<file path="config.mk">
export PLATFORM = sky130hd
export DESIGN_NAME = aes_uart_link_peer
export DESIGN_NICKNAME = d
export VERILOG_FILES = /design/src/rtl/aes_link_pkg.sv /design/src/rtl/link_gap_timer.sv /design/src/rtl/aes_uart_link_peer.sv
export SDC_FILE = /design/constraint.sdc
export NUM_CORES = 1
export LEC_CHECK = 0
export CORE_UTILIZATION = 40
export DETAILED_ROUTE_END_ITERATION = 8
export GPL_ROUTABILITY_DRIVEN = 1
export GPL_TIMING_DRIVEN = 0
export PLACE_DENSITY_LB_ADDON = 0.2
export SYNTH_ARGS = -nofsm -noshare
export SYNTH_HDL_FRONTEND = slang
export SYNTH_SLANG_ARGS = --single-unit
</file>
<file path="constraint.sdc">
create_clock -name clk -period 2.6 [get_ports clk]
set_input_delay 0.39 -clock clk [delete_from_list [all_inputs] [get_ports clk]]
set_output_delay 0.39 -clock clk [all_outputs]
set_load 0.05 [all_outputs]
</file>
<file path="src/rtl/aes_link_pkg.sv">
// Shared types and helpers for the AES UART link peer.
// Covers the FSM state encoding and the regenerated test-pattern byte.
package aes_link_pkg;

  localparam int unsigned UART_BYTE_W = 8;

  typedef logic [UART_BYTE_W-1:0] uart_byte_t;

  typedef enum logic [2:0] {
    IDLE      = 3'd0,
    TX_LOAD   = 3'd1,
    TX_WAIT   = 3'd2,
    RX_CIPHER = 3'd3,
    RX_PLAIN  = 3'd4,
    FINISH    = 3'd5
  } link_state_e;

  // Image byte i is the low byte of its index XORed with a fixed mask.
  function automatic uart_byte_t pattern_byte(input uart_byte_t idx, input uart_byte_t pat_xor);
    return idx ^ pat_xor;
  endfunction

endpackage

</file>
<file path="src/rtl/link_gap_timer.sv">
// Idle-gap watchdog for the receive phase: counts enabled clocks since the
// last clear and strobes when the count sits at TIMEOUT_CYCLES-1.
module link_gap_timer #(
  parameter int unsigned TIMEOUT_CYCLES = 50_000_000
) (
  input  logic clk,
  input  logic reset,
  input  logic clear_i,
  input  logic enable_i,
  output logic expired_o
);

  localparam int unsigned CNT_W = (TIMEOUT_CYCLES > 1) ? $clog2(TIMEOUT_CYCLES) : 1;
  localparam logic [CNT_W-1:0] TERM = CNT_W'(TIMEOUT_CYCLES - 1);

  logic [CNT_W-1:0] count_q, count_d;

  // NOTE: every signal written in always_comb gets a default first, so no latch is inferred.
  always_comb begin
    count_d = count_q;
    if (clear_i) begin
      count_d = '0;
    end else if (enable_i && (count_q != TERM)) begin
      count_d = count_q + CNT_W'(1);
    end
  end

  // NOTE: sequential state is updated with non-blocking assignments only.
  always_ff @(posedge clk or posedge reset) begin
    if (reset) begin
      count_q <= '0;
    end else begin
      count_q <= count_d;
    end
  end

  // A clear in the terminal cycle wins: the byte that arrived restarts the gap.
  assign expired_o = enable_i && !clear_i && (count_q == TERM);

endmodule

</file>
<file path="src/rtl/aes_uart_link_peer.sv">
// Board-side peer of the AES UART loop: transmits the pattern image, then
// collects ciphertext and recovered plaintext and reports pass/error status.
module aes_uart_link_peer
  import aes_link_pkg::*;
#(
  parameter int unsigned NUM_BYTES      = 64,
  parameter uart_byte_t  PAT_XOR        = 8'hA5,
  parameter int unsigned TIMEOUT_CYCLES = 50_000_000,
  localparam int unsigned CW = $clog2(NUM_BYTES + 1),
  localparam int unsigned IW = $clog2(NUM_BYTES)
) (
  input  logic          clk,
  input  logic          reset,
  input  logic          start,
  output logic [7:0]    tx_data,
  output logic          tx_start,
  input  logic          tx_done,
  input  logic [7:0]    rx_data,
  input  logic          rx_done,
  output logic          busy,
  output logic          done,
  output logic          pass,
  output logic          timeout,
  output logic [CW-1:0] err_count,
  output logic [IW-1:0] first_err_idx,
  output logic [7:0]    cipher_xor,
  output logic          cipher_passthru
);

  localparam logic [IW-1:0] LAST_IDX = IW'(NUM_BYTES - 1);
  localparam logic [CW-1:0] ERR_MAX  = '1;

  link_state_e   state_q, state_d;
  logic [IW-1:0] idx_q, idx_d;
  uart_byte_t    tx_data_q, tx_data_d;
  logic          pass_q, pass_d;
  logic          timeout_q, timeout_d;
  logic [CW-1:0] err_q, err_d;
  logic [IW-1:0] first_err_q, first_err_d;
  uart_byte_t    cxor_q, cxor_d;
  logic          passthru_q, passthru_d;

  logic          rx_phase;
  logic          gap_clear;
  logic          gap_expired;
  logic          last_idx;
  logic [IW-1:0] idx_inc;
  uart_byte_t    exp_byte;

  assign rx_phase = (state_q == RX_CIPHER) || (state_q == RX_PLAIN);
  assign last_idx = (idx_q == LAST_IDX);
  assign idx_inc  = idx_q + IW'(1);
  assign exp_byte = pattern_byte(UART_BYTE_W'(idx_q), PAT_XOR);

  // Gap restarts on entry to the ciphertext phase and on every accepted byte.
  assign gap_clear = ((state_q == TX_WAIT) && tx_done && last_idx) || (rx_phase && rx_done);

  link_gap_timer #(
    .TIMEOUT_CYCLES(TIMEOUT_CYCLES)
  ) u_gap_timer (
    .clk      (clk),
    .reset    (reset),
    .clear_i  (gap_clear),
    .enable_i (rx_phase),
    .expired_o(gap_expired)
  );

  always_ff @(posedge clk or posedge reset) begin
    if (reset) begin
      state_q     <= IDLE;
      idx_q       <= '0;
      tx_data_q   <= '0;
      pass_q      <= 1'b0;
      timeout_q   <= 1'b0;
      err_q       <= '0;
      first_err_q <= '0;
      cxor_q      <= '0;
      passthru_q  <= 1'b0;
    end else begin
      state_q     <= state_d;
      idx_q       <= idx_d;
      tx_data_q   <= tx_data_d;
      pass_q      <= pass_d;
      timeout_q   <= timeout_d;
      err_q       <= err_d;
      first_err_q <= first_err_d;
      cxor_q      <= cxor_d;
      passthru_q  <= passthru_d;
    end
  end

  always_comb begin
    state_d     = state_q;
    idx_d       = idx_q;
    tx_data_d   = tx_data_q;
    pass_d      = pass_q;
    timeout_d   = timeout_q;
    err_d       = err_q;
    first_err_d = first_err_q;
    cxor_d      = cxor_q;
    passthru_d  = passthru_q;

    unique case (state_q)
      IDLE: begin
        if (start) begin
          pass_d      = 1'b0;
          timeout_d   = 1'b0;
          err_d       = '0;
          first_err_d = '0;
          cxor_d      = '0;
          passthru_d  = 1'b1;
          idx_d       = '0;
          tx_data_d   = pattern_byte('0, PAT_XOR);
          state_d     = TX_LOAD;
        end
      end

      TX_LOAD: state_d = TX_WAIT;

      TX_WAIT: begin
        if (tx_done) begin
          if (last_idx) begin
            idx_d   = '0;
            state_d = RX_CIPHER;
          end else begin
            idx_d     = idx_inc;
            tx_data_d = pattern_byte(UART_BYTE_W'(idx_inc), PAT_XOR);
            state_d   = TX_LOAD;
          end
        end
      end

      RX_CIPHER: begin
        if (rx_done) begin
          cxor_d = cxor_q ^ rx_data;
          if (rx_data != exp_byte) begin
            passthru_d = 1'b0;
          end
          if (last_idx) begin
            idx_d   = '0;
            state_d = RX_PLAIN;
          end else begin
            idx_d = idx_inc;
          end
        end else if (gap_expired) begin
          timeout_d = 1'b1;
          state_d   = FINISH;
        end
      end

      RX_PLAIN: begin
        if (rx_done) begin
          if (rx_data != exp_byte) begin
            if (err_q != ERR_MAX) begin
              err_d = err_q + CW'(1);
            end
            if (err_q == '0) begin
              first_err_d = idx_q;
            end
          end
          if (last_idx) begin
            state_d = FINISH;
          end else begin
            idx_d = idx_inc;
          end
        end else if (gap_expired) begin
          timeout_d = 1'b1;
          state_d   = FINISH;
        end
      end

      FINISH: state_d = IDLE;

      default: state_d = IDLE;
    endcase

    // Verdict is latched on entry to FINISH so it is valid alongside done.
    if ((state_d == FINISH) && (state_q != FINISH)) begin
      pass_d = (err_d == '0) && !timeout_d;
    end
  end

  always_comb begin
    tx_start = (state_q == TX_LOAD);
    done     = (state_q == FINISH);
    busy     = (state_q == TX_LOAD) || (state_q == TX_WAIT) || rx_phase;
  end

  assign tx_data         = tx_data_q;
  assign pass            = pass_q;
  assign timeout         = timeout_q;
  assign err_count       = err_q;
  assign first_err_idx   = first_err_q;
  assign cipher_xor      = cxor_q;
  assign cipher_passthru = passthru_q;

endmodule

</file>
==> qor.yml <==
global_route:
  grt_antenna_before_repair: 0
  grt_pass1_vias: 2857
  grt_overflow: 0
  grt_pass1_wl_mm: 14.0
  track_usage_pct: 18.5
  grt_max_degree: 67
floorplan:
  coreArea_mm2: 0.00876
  die_w_um: 97.2
  die_area_mm2: 0.00944
  pin_count: 48
  rows: 34
  die_h_um: 97.2
  start_util_pct: 41.3
cts:
  cts_buffers: 9
  clock-sinks: 66
  cts-root-buf: "clkbuf_8"
  htreeDepth: 3
  cts_tree: "done"
  clkLatencyLatePin_ns: 0.35
  cts_buffer_depth: 2
  postCtsHoldBufs: 0
  clk_pin_slew_ns: 0.07
timing:
  final_max_slew_viol_count: 0
  relSlewSlack_pct: 46.3
  period_minus_slack_ns: 2.51
  setup_viol: 0
  finalHoldViolCount: 0
  max_freq_mhz: 398
  worstMarginPinSlew_ns: 0.806
  finalClockSkew_ns: 0.0104
  fin_crit_sh_pct: 96.6
  whs_ns: 0.477
  rsz0062_at_grt: "false"
synth:
  synth_area_per_cell_um2: 9.26
  yosysSeqAreaShare_pct: 45.6
  synth.distinct_cells: 64
  synth_nets: 408
  yosysWarnings: 0
  netlist_top_cells_area: "dfrtp_1, nand2_1, nor2_1"
  synthCells: 391
  synth_top_area_share_pct: 45.6
  synth_top_area_cell: "dfrtp_1"
  syn_area_mm2: 0.00362
  yosysMostFrequentCell: "dfrtp_1"
  synth-seq-cells: 66
  synth_top_flop_cell: "dfrtp_1"
  synth_edf_count: 0
  ys_top_cells_by_count: "dfrtp_1, nand2_1, nor2_1"
  synth_async_sr_flop_share_pct: 100
placement:
  place_area_mm2: 0.00422
  placedCellCount: 545
  hpwlAfterDp_mm: 5.76
  globalplace.congestion: 0.882
  port_buffers: 46
power:
  vdd_drop_max_mv: 0.474
  power.density_mw_per_mm2: 846
  p_sw_share_pct: 39.9
  p_switching_w: 0.00151
  p_clk_share_pct: 26.7
  combPwrFrac_pct: 38.6
  leakage_nw: 1.89
  seq_power_share_pct: 34.7
  intPower_w: 0.00228
worst_setup_path:
  crit_path_start_kind: "flop"
  path_max_fanout: 10
  r2r_end: "pass"
  reg2regPathDepth: 8
  cp.arrival_ns: 2.12
  path_class: "flop to output port"
  cp_cell_sequence: "buf_2 > nor2_4 > xnor2_1 > clkdlybuf4s50_1"
  worstReg2RegStart: "idx_q[1]"
  cp.required_ns: 2.21
  rrSetupSlack_ns: 0.21
  cp-end-kind: "output port"
  crit_path_top_delay_cell: "clkdlybuf4s50_1"
  critPathMaxStageDelay_ns: 0.83
worst_hold_path:
  hold_start: "tx_data[7]"
  holdCritPathClass: "flop to flop"
  whs_path_depth: 1
  min_to: "tx_data[7]"
detailed_routing:
  drt-vias-per-instance: 5.21
  drtIter0Drc: 121
  drt-wirelength-per-cell_um: 14.4
  drt_wl_total_mm: 8.09
  drc: 0
  antenna_left: 0
  dr_total_vias: 2923
  drtPass1Iterations: 4
cells_and_area:
  seqCellArea_mm2: 0.00165
  drive_gt1_share_pct: 10.8
  stdcell_count: 561
  antennaDiodeCount: 0
  area_growth_pct: 23.7
  final_cell_area_mm2: 0.00448
  finalNetCount: 465
  multi_input_area_mm2: 0.00187
  fin_util_pct: 51.1
  num-fill-cells: 829
outcome:
  outcome: "finished, final reports clean"
flow_run:
  cap_violations: 0
## sequential cells by signal, summed over array words and instances (netlist names)
signal / flops
cipher_passthru: 1
cipher_xor: 8
err_count: 7
first_err_idx: 6
idx_q: 6
pass: 1
state_q: 3
timeout: 1
tx_data: 7
u_gap_timer.count_q: 26
## layer usage
layer / wire, µm / global-route usage, %
met1: 4120 / 26.6
met4: 90 / 6.20
met3: 277 / 4.03
met5: 0 / 0
met2: 3600 / 27.7
## critical path, delay by kind of cell, from the launching register on
family / cells / cell delay, ns
buffers and inverters: 2 / 1.05
xor gates and xnor gates: 1 / 0.13
and+or+nand+nor: 1 / 0.15
DFF: 1 / 0.45
## cell usage in the layout, fill, tap and decap left out, drive strengths merged, types with 13 or more instances in the layout
master and n:
clkbuf 17, nand3 13, xnor2 18, o21ai 29, dfrtp 66, clkdlybuf4s50 45, a21oi 18, nor2 45
xor2 18, nand2 48
## power by group through the flow
stage | Clock [W] | Combinational, W | Sequential (W)
floorplan | 0 | 0.000756 | 0.00160
global placement | 0 | 0.00143 | 0.00132
detailed placement | 0 | 0.00146 | 0.00133
CTS | 0.00104 | 0.00146 | 0.00131
global route | 0.00109 | 0.00158 | 0.00134
finish | 0.00101 | 0.00146 | 0.00132
## final cells by class
cell class,count,share of cell area (%)
Clock inverter,5,1.90
Timing Repair Buffer,46,10.3
Inverter,11,0.977
Clock buffer,11,3.38
Sequential cell,66,36.9
Buffer,17,1.87
Multi-Input combinational cell,297,41.7
Tap cell,108,3.02
## metrics by stage
stage	TNS, ns	setup WS (ns)	total power, W
after floorplan	0	0.308	0.00236
after global placement	-47.78	-0.721	0.00276
after detailed placement	-0.840	-0.164	0.00279
after CTS	0	0.0782	0.00382
after global routing	0	0.0101	0.00401
final	0	0.0880	0.00379
## cells by family (layout without fill, tap and decap cells)
logic type,count (synthesis),count (layout),synth area share (%)
mux,4,4,1.17
other cells,1,1,0.104
xor+xnor,36,36,8.70
buf+inv,28,90,3.42
simple gates,178,178,26.5
fa+ha+maj,4,4,1.38
compound gates,74,74,13.2
flops,66,66,45.6
## timing repair
action | CTS | global route
setup endpoints to repair | 0 | 8
resized for setup | 0 | 7
setup buffers | 0 | 0
## worst max-delay path by stage
stage	start	end	slack (ns)	cells after the start
2_1_floorplan	err_count[1]	pass	0.31	8
5_1_grt	state_q[0]	busy	0.01	4
3_3_place_gp	reset	err_count[2]	-0.72	2
6_report	state_q[0]	busy	0.09	4
4_1_cts	state_q[0]	tx_start	0.08	3
3_5_place_dp	rx_done	pass	-0.16	9
Power figures use the tool's default switching activity.
